--- src/rtl/pll_lock_reset_seq_if.sv ---
// ----------------------------------------------------------------------------
// pll_lock_reset_seq_if
//   Groups the signals of the PLL-lock reset sequencer, apart from clk and
//   rst_n, into one bundle.
//
//   Signals
//     pll_lock      : PLL LOCK indication, asynchronous to clk
//     sw_reset_req  : single-cycle software reset request, synchronous to clk
//     core_rst_n    : active-low reset for the core domain
//     periph_rst_n  : active-low reset for the peripheral domain
//     ready         : high while the sequencer sits in RUN
//     state         : current sequencer state encoding (3 bits)
//     lock_loss_cnt : saturating count of qualified lock losses (8 bits)
//
//   Modports
//     master : stimulus side; drives pll_lock and sw_reset_req
//     slave  : sequencer side; drives the resets, ready, state and count
// ----------------------------------------------------------------------------
interface pll_lock_reset_seq_if;

    logic       pll_lock;
    logic       sw_reset_req;
    logic       core_rst_n;
    logic       periph_rst_n;
    logic       ready;
    logic [2:0] state;
    logic [7:0] lock_loss_cnt;

    modport master (
        output pll_lock,
        output sw_reset_req,
        input  core_rst_n,
        input  periph_rst_n,
        input  ready,
        input  state,
        input  lock_loss_cnt
    );

    modport slave (
        input  pll_lock,
        input  sw_reset_req,
        output core_rst_n,
        output periph_rst_n,
        output ready,
        output state,
        output lock_loss_cnt
    );

endinterface

--- src/rtl/pll_lock_reset_seq.sv ---
// ----------------------------------------------------------------------------
// pll_lock_reset_seq
//   Reset sequencer driven by a PLL LOCK indication. LOCK is synchronized,
//   must stay high for SETTLE_CYCLES before the core reset is released, and
//   the peripheral reset follows STAGGER_CYCLES later. A filtered loss of
//   lock (LOSS_FILTER consecutive low cycles) while the core is up pulls
//   both resets together, passes through a one-cycle LOST state that bumps
//   a saturating loss counter, and restarts the lock wait.
//
//   Parameters
//     SYNC_STAGES    : depth of the pll_lock synchronizer (2..4)
//     SETTLE_CYCLES  : stable-lock cycles before core release (1..65535)
//     STAGGER_CYCLES : cycles from core release to peripheral release (1..255)
//     LOSS_FILTER    : consecutive low cycles that qualify a loss (1..15)
//
//   Ports
//     clk   : single clock, from the PLL output
//     rst_n : asynchronous active-low reset
//     bus   : slave side of pll_lock_reset_seq_if
//               in : pll_lock, sw_reset_req
//               out: core_rst_n, periph_rst_n, ready, state, lock_loss_cnt
//
//   State encoding: WAIT_LOCK=0, SETTLE=1, CORE_UP=2, RUN=3, LOST=4.
// ----------------------------------------------------------------------------
module pll_lock_reset_seq #(
    parameter int unsigned SYNC_STAGES    = 2,
    parameter int unsigned SETTLE_CYCLES  = 1024,
    parameter int unsigned STAGGER_CYCLES = 16,
    parameter int unsigned LOSS_FILTER    = 4
) (
    input  logic                 clk,
    input  logic                 rst_n,
    pll_lock_reset_seq_if.slave  bus
);

    typedef enum logic [2:0] {
        WAIT_LOCK = 3'd0,
        SETTLE    = 3'd1,
        CORE_UP   = 3'd2,
        RUN       = 3'd3,
        LOST      = 3'd4
    } state_t;

    // Terminal counts, sized to the registers they are compared against.
    localparam logic [15:0] SETTLE_LAST  = 16'(SETTLE_CYCLES - 1);
    localparam logic [15:0] STAGGER_LAST = 16'(STAGGER_CYCLES - 1);
    localparam logic [3:0]  LF_LAST      = 4'(LOSS_FILTER - 1);

    // Loss counter holds at all-ones instead of wrapping.
    function automatic logic [7:0] sat_inc8(input logic [7:0] v);
        return (v == 8'hFF) ? v : v + 8'd1;
    endfunction

    // ------------------------------------------------------------------
    // pll_lock synchronizer; r_sync is the only sampler of pll_lock.
    // ------------------------------------------------------------------
    logic [SYNC_STAGES-1:0] r_sync;
    logic                   w_lock_s;

    always_ff @(posedge clk or negedge rst_n) begin
        if (!rst_n) begin
            r_sync <= '0;
        end else begin
            r_sync <= {r_sync[SYNC_STAGES-2:0], bus.pll_lock};
        end
    end

    assign w_lock_s = r_sync[SYNC_STAGES-1];

    // ------------------------------------------------------------------
    // Sequencer registers
    // ------------------------------------------------------------------
    state_t      r_state;
    logic [15:0] r_cnt;          // settle / stagger dwell counter
    logic [3:0]  r_lf;           // consecutive synchronized-low cycles
    logic [7:0]  r_loss_cnt;
    logic        r_core_rst_n;
    logic        r_periph_rst_n;
    logic        r_ready;

    state_t      w_nxt;
    logic [15:0] w_cnt_nxt;
    logic [3:0]  w_lf_nxt;
    logic        w_lf_hit;

    // A loss qualifies on the cycle that would bring the run of lows up to
    // LOSS_FILTER, so LOST is entered on that same edge.
    assign w_lf_hit = !w_lock_s && (r_lf == LF_LAST);

    // ------------------------------------------------------------------
    // Next-state decode
    // ------------------------------------------------------------------
    always_comb begin
        w_nxt     = r_state;
        w_cnt_nxt = r_cnt;
        w_lf_nxt  = '0;

        case (r_state)
            WAIT_LOCK: begin
                w_cnt_nxt = '0;
                if (w_lock_s) begin
                    w_nxt = SETTLE;
                end
            end

            SETTLE: begin
                if (!w_lock_s) begin
                    w_nxt     = WAIT_LOCK;
                    w_cnt_nxt = '0;
                end else if (r_cnt == SETTLE_LAST) begin
                    w_nxt     = CORE_UP;
                    w_cnt_nxt = '0;
                end else begin
                    w_cnt_nxt = r_cnt + 16'd1;
                end
            end

            CORE_UP, RUN: begin
                w_lf_nxt = w_lock_s ? 4'd0 : r_lf + 4'd1;
                // Loss outranks the software request, which outranks the
                // stagger completion.
                if (w_lf_hit) begin
                    w_nxt     = LOST;
                    w_cnt_nxt = '0;
                    w_lf_nxt  = '0;
                end else if (bus.sw_reset_req) begin
                    w_nxt     = WAIT_LOCK;
                    w_cnt_nxt = '0;
                    w_lf_nxt  = '0;
                end else if (r_state == CORE_UP) begin
                    if (r_cnt == STAGGER_LAST) begin
                        w_nxt     = RUN;
                        w_cnt_nxt = '0;
                    end else begin
                        w_cnt_nxt = r_cnt + 16'd1;
                    end
                end
            end

            LOST: begin
                w_nxt     = WAIT_LOCK;
                w_cnt_nxt = '0;
            end

            default: begin
                w_nxt     = WAIT_LOCK;
                w_cnt_nxt = '0;
            end
        endcase
    end

    // ------------------------------------------------------------------
    // State and outputs, all loaded from the next-state decode so every
    // output moves on the same edge as state.
    // ------------------------------------------------------------------
    always_ff @(posedge clk or negedge rst_n) begin
        if (!rst_n) begin
            r_state        <= WAIT_LOCK;
            r_cnt          <= '0;
            r_lf           <= '0;
            r_loss_cnt     <= '0;
            r_core_rst_n   <= 1'b0;
            r_periph_rst_n <= 1'b0;
            r_ready        <= 1'b0;
        end else begin
            r_state        <= w_nxt;
            r_cnt          <= w_cnt_nxt;
            r_lf           <= w_lf_nxt;
            if (w_nxt == LOST) begin
                r_loss_cnt <= sat_inc8(r_loss_cnt);
            end
            r_core_rst_n   <= (w_nxt == CORE_UP) || (w_nxt == RUN);
            r_periph_rst_n <= (w_nxt == RUN);
            r_ready        <= (w_nxt == RUN);
        end
    end

    assign bus.state         = r_state;
    assign bus.core_rst_n    = r_core_rst_n;
    assign bus.periph_rst_n  = r_periph_rst_n;
    assign bus.ready         = r_ready;
    assign bus.lock_loss_cnt = r_loss_cnt;

endmodule

--- src/flat_wrapper.sv ---
// flat-port wrapper written by rule: the top's interface ports become plain ports
module pll_lock_reset_seq_flat 
#(
    parameter int unsigned SYNC_STAGES    = 2,
    parameter int unsigned SETTLE_CYCLES  = 1024,
    parameter int unsigned STAGGER_CYCLES = 16,
    parameter int unsigned LOSS_FILTER    = 4
)
  (clk, rst_n, bus_pll_lock, bus_sw_reset_req, bus_core_rst_n, bus_periph_rst_n, bus_ready, bus_state, bus_lock_loss_cnt);
  pll_lock_reset_seq_if bus_i ();
  input  logic clk;
  input  logic rst_n;
  input wire logic [$bits(bus_i.pll_lock)-1:0] bus_pll_lock;
  input wire logic [$bits(bus_i.sw_reset_req)-1:0] bus_sw_reset_req;
  output wire logic [$bits(bus_i.core_rst_n)-1:0] bus_core_rst_n;
  output wire logic [$bits(bus_i.periph_rst_n)-1:0] bus_periph_rst_n;
  output wire logic [$bits(bus_i.ready)-1:0] bus_ready;
  output wire logic [$bits(bus_i.state)-1:0] bus_state;
  output wire logic [$bits(bus_i.lock_loss_cnt)-1:0] bus_lock_loss_cnt;
  assign bus_i.pll_lock = bus_pll_lock;
  assign bus_i.sw_reset_req = bus_sw_reset_req;
  assign bus_core_rst_n = bus_i.core_rst_n;
  assign bus_periph_rst_n = bus_i.periph_rst_n;
  assign bus_ready = bus_i.ready;
  assign bus_state = bus_i.state;
  assign bus_lock_loss_cnt = bus_i.lock_loss_cnt;
  pll_lock_reset_seq #(.SYNC_STAGES(SYNC_STAGES), .SETTLE_CYCLES(SETTLE_CYCLES), .STAGGER_CYCLES(STAGGER_CYCLES), .LOSS_FILTER(LOSS_FILTER)) u_core (.clk(clk), .rst_n(rst_n), .bus(bus_i));
endmodule
--- config.mk ---
export PLATFORM = sky130hd
export DESIGN_NAME = pll_lock_reset_seq_flat
export DESIGN_NICKNAME = d
export VERILOG_FILES = /design/src/rtl/pll_lock_reset_seq_if.sv /design/src/rtl/pll_lock_reset_seq.sv /design/src/flat_wrapper.sv
export SDC_FILE = /design/constraint.sdc
export NUM_CORES = 1
export LEC_CHECK = 0
export ABC_AREA = 1
export CAP_MARGIN = 20
export CORE_UTILIZATION = 60
export CTS_BUF_LIST = sky130_fd_sc_hd__clkbuf_2
export DETAILED_ROUTE_END_ITERATION = 6
export GPL_TIMING_DRIVEN = 0
export PLACE_DENSITY_LB_ADDON = 0.12
export SLEW_MARGIN = 20
export SYNTH_ARGS = -nofsm -noshare
export SYNTH_HDL_FRONTEND = slang
export SYNTH_SLANG_ARGS = --single-unit
--- constraint.sdc ---
create_clock -name clk -period 4.22 [get_ports clk]
set_clock_uncertainty 0.15 [all_clocks]
set_input_delay 1.055 -clock clk [delete_from_list [all_inputs] [get_ports clk]]
set_output_delay 1.055 -clock clk [all_outputs]
set_load 0.005 [all_outputs]
Word-level counts from Yosys, hierarchy flattened
Index checks and enable logic that the tools add are counted.

storage, ports and cells
  logic and storage cells = 47
  register bits = 35
  bits of input ports = 4

operators by class
  $add $sub $neg = 3
  equal/unequal tests = 11
  reductions and logical operators = 6
  bitwise gates (word level) = 1
  muxes and demuxes = 19

operators with widths
  operator                                                                  count
  16-bit 2-to-1 mux                                                         6
  16-bit one-hot mux with 2 select lines                                    1
  3-bit 2-to-1 mux                                                          7
  16-bit by 1-bit adder with 16-bit output (second input constant)          1
  16-bit by 10-bit == test with 1-bit output (second input constant)        1
  16-bit by 4-bit == test with 1-bit output (second input constant)         1
  4-bit 2-to-1 mux                                                          4
  3-bit by 2-bit == test with 1-bit output (second input constant)          4
  3-bit one-hot mux with 3 select lines                                     1
  8-bit by 1-bit adder with 8-bit output (second input constant)            1
  8-bit == test (second input constant)                                     1
  4-bit by 1-bit adder with 4-bit output (second input constant)            1
  4-bit by 2-bit == test with 1-bit output (second input constant)          1
  4-bit by 2-bit inequality test with 1-bit output (second input constant)  1
  3-bit by 1-bit == test with 1-bit output (second input constant)          1
  3-bit == test (second input constant)                                     1
  3-bit logical NOT                                                         1
  2-bit AND reduction                                                       1
  2-bit OR reduction                                                        1
  1-bit logical AND                                                         1
  1-bit logical NOT                                                         1
  1-bit logical OR                                                          1
  1-bit NOT                                                                 1

Logic depth before layout (Yosys ltp)
  depth after elaboration = 8
  mapped depth = 11

Worst setup path before layout
Ideal clock, no wire load.

  path type = input -> register
  start point = input port bus_sw_reset_req
  end point = register u_core.r_cnt[10]
  data required time = 3.950 ns
  buffers on the path = 2
  setup time = 0.120 ns
  arrival time = 1.802 ns
  slack = 2.148 ns
  cell stages on the path = 8
  cells stage by stage = inv_1 nand2_2 nor2_4 nand2_2 buf_6 buf_6 a31oi_2 nor2_2

between the ends
  longest elaborated chain between the ends = 3

RTL lines
  element                                 line                       source
  from (decl)                             flat_wrapper.sv:14         input wire logic [$bits(bus_i.sw_reset_req)-1:0] bus_sw_reset_req;
  16-bit 2-to-1 mux                       pll_lock_reset_seq.sv:126  end else if (bus.sw_reset_req) begin
  16-bit 2-to-1 mux                       pll_lock_reset_seq.sv:122  if (w_lf_hit) begin
  16-bit one-hot mux with 2 select lines  pll_lock_reset_seq.sv:98   case (r_state)
  to (signal assigned)                    pll_lock_reset_seq.sv:167  r_cnt <= w_cnt_nxt;
  to (decl)                               pll_lock_reset_seq.sv:74   logic [15:0] r_cnt;

Several ways; a longest one is shown, not always the timed one.
A chain may end at the register's enable or synchronous reset.

Worst setup path in the final report
  start point = register u_core.r_loss_cnt[2], in the netlist u_core.bus.lock_loss_cnt[2]
  end point = output port bus_lock_loss_cnt[2]

RTL lines
  element                 line                       source
  from (decl)             pll_lock_reset_seq.sv:76   logic [7:0] r_loss_cnt;
  from (signal assigned)  pll_lock_reset_seq.sv:170  r_loss_cnt <= sat_inc8(r_loss_cnt);
  to (decl)               flat_wrapper.sv:19         output wire logic [$bits(bus_i.lock_loss_cnt)-1:0] bus_lock_loss_cnt;

No word-level cell between the ends.

==> results.ini <==
[yosys]
synth.largest_area_cell = dfrtp_1
yosysUniqueCellTypes = 31
synth_edf_count = 0
syn-mean-instance-area_um2 = 8.058
synthFlopType = dfrtp_1
synth_nets = 248
netlist_area_mm2 = 0.001942
synth_top_cell_area_share_pct = 45.10
synth.most_common_cell = nand2_1
yosysWarnings = 0
synth_common_cells = nand2_1, dfrtp_1, inv_1, nor2_1, nand3_1
ys_top_cells_by_area = dfrtp_1, nand2_1, inv_1
synth-seq-cells = 35
synth_cells = 241
synthArstFlopShare_pct = 100.0
synth_seq_area_share_pct = 45.10

[floorplan]
core_area_mm2 = 0.003053
initial_core_util_pct = 63.61
die_x_um = 58.89
ios = 18
chipHeight_um = 58.89
design.die.area_mm2 = 0.003468
fp-row-count = 20

[global_routing]
antenna_found_initial = 0
use_met2_pct = 35.55
globalRouteMet1Util_pct = 30.50
grt_pass1_wl_mm = 5.830
top_usage_layer = met2
track_usage_pct = 22.99
grt_pass1_vias = 1393
grt-ovfl-total = 0
grt_max_degree = 25
met3_usage_pct = 5.934

[critical_path]
max_stage_delay_ps = 550
endpoint_kind = primary output
critPathArrivalTime_ps = 1390
rrSetupSlack_ps = 2450
crit_type = reg -> out
regToRegStartpoint = u_core.r_cnt[1]
crit_family = buffers and inverters
required_ps = 3010
critPathBufInv = 1
startpoint = u_core.bus.lock_loss_cnt[2]
crit_chain = clkdlybuf4s50_1
worst-path-stages = 1
cp_slowest_cell = clkdlybuf4s50_1
critPathCapture = bus_lock_loss_cnt[2]
critPathMaxFanout = 6
r2r_cells = 8
setup.worst_path.start_class = flop
reg2reg_to = u_core.r_cnt[15]

[finish]
drive_gt1_share_pct = 15.79
fin_cells = 310
diodes = 0
area_growth_pct = 14.50
nets = 273

[timing]
worst_pin_slew_ps = 310.0
tns_ps = 0
holdWs_ps = 199.7
finalWorstSetupSlack_ps = 1624
drv_slew = 0
hold_viol = 0
finalCritPeriodShare_pct = 61.52
slew-limit-headroom_pct = 79.34
setup_viol = 0
fmax_mhz = 385.2
rsz0062_at_grt = no
min_period_ps = 2596

[flow_run]
maxCapViolCount = 0

[clock_tree]
cts-hold-fix-buffers = 0
cts_root_buf = clkbuf_2
clk_pin_slew_ps = 180
cts.repair.resized = 0
clkLatencyLatePin_ps = 370
cts_setup_buffers = 0
clockBufferDepth = 2
cts_tree = built
clock-sinks = 35
cts_max_level = 2
cts_buffers = 5

[place]
portBuffers = 17
post-place-ws_ps = 1662
gp_congestion = 0.8582
dp.cells = 303
dp_hpwl_mm = 2.667

[detailed_routing]
drt_iter0_markers = 54
first_pass_iters = 4
ant_nets = 0
wl_mm = 3.477
avgRoutedWirePerCell_um = 11.22
drc = 0
via_per_inst = 5.016
vias = 1555

[power]
irDropWorstVdd_mv = 0.1844
p_leak_nw = 1.070
power.density_mw_per_mm2 = 236.1

[worst_hold_path]
hold_class = reg -> reg

[outcome]
status = complete, no violations

-- worst min path at each step --
stage / startpoint / to / cells past startpoint
CTS: u_core.r_sync[0] / u_core.r_sync[1] / 0
global route: u_core.r_sync[0] / u_core.r_sync[1] / 0
detailed placement: u_core.r_sync[0] / u_core.r_sync[1] / 0
floorplan: u_core.r_sync[0] / u_core.r_sync[1] / 0
finish: u_core.r_sync[0] / u_core.r_sync[1] / 0
global placement: u_core.r_sync[0] / u_core.r_sync[1] / 0
-- layout make-up --
type	instances	area, µm²
multi-input cells	164	884.6
flip-flops and latches	35	875.8
fillers	249	829.5
repair buffers	18	192.7
inverters	37	138.9
well taps	44	55.05
plain buffers	5	42.54
clock buffers	5	25.02
clock inverters	2	8.758
-- power by group --
| part | switching [mW] | internal [mW] | total, mW |
|---|---|---|---|
| Clock | 0.108 | 0.0351 | 0.143 |
| Combinational | 0.0243 | 0.0139 | 0.0382 |
| Sequential | 0.00391 | 0.340 | 0.344 |
-- kinds of logic after synthesis --
| family | count (synthesis) | synth area share [%] |
|---|---|---|
| simple gates | 136 | 34.54 |
| flops | 35 | 45.10 |
| compound gates | 17 | 5.477 |
| fa+ha+maj | 3 | 1.933 |
| xor+xnor | 8 | 3.608 |
| buf+inv | 42 | 9.343 |
-- per-layer routing --
metal	part of all wire (%)	wire, µm
met3	4.3	150
met2	46	1598
met5	0	0
met4	1.8	63
met1	48	1665
-- layout by cell type, fill, tap and decap left out, types with 2 or more instances in the layout --
master,synthesis,routed
nand2_1,60,60
dfrtp_1,35,35
inv_1,30,30
nor2_1,30,30
nand3_1,18,18
clkdlybuf4s50_1,0,16
inv_2,7,7
o21ai_0,6,6
xor2_1,6,6
nand2_2,5,5
clkbuf_2,0,5
nor2_4,4,4
nand4_1,4,4
a21oi_1,4,4
nand3_2,3,3
nor2_2,3,3
ha_1,3,3
o31ai_1,2,2
nor3_4,2,2
nand3b_1,2,2
xnor2_1,2,2
buf_4,2,2
buf_6,2,2
buf_2,1,2
nor3_1,2,2
-- flip-flops by register name (all words and copies together), names as in the netlist --
signal	count
u_core.bus.state	3
u_core.bus.core_rst_n	1
u_core.r_cnt	16
u_core.r_lf	4
u_core.r_sync	2
u_core.bus.lock_loss_cnt	8
u_core.bus.periph_rst_n	1
-- stage by stage --
step	area [µm²]	power (mW)	util, %
after floorplan	1942	0.3682	-
after global placement	2167	0.3860	70.98
after detailed placement	2190	0.3889	71.72
after CTS	2223	0.5291	72.83
after global routing	2223	0.5471	72.83
final	2223	0.5248	72.83
Note: power is estimated with default switching activity, not from simulation.
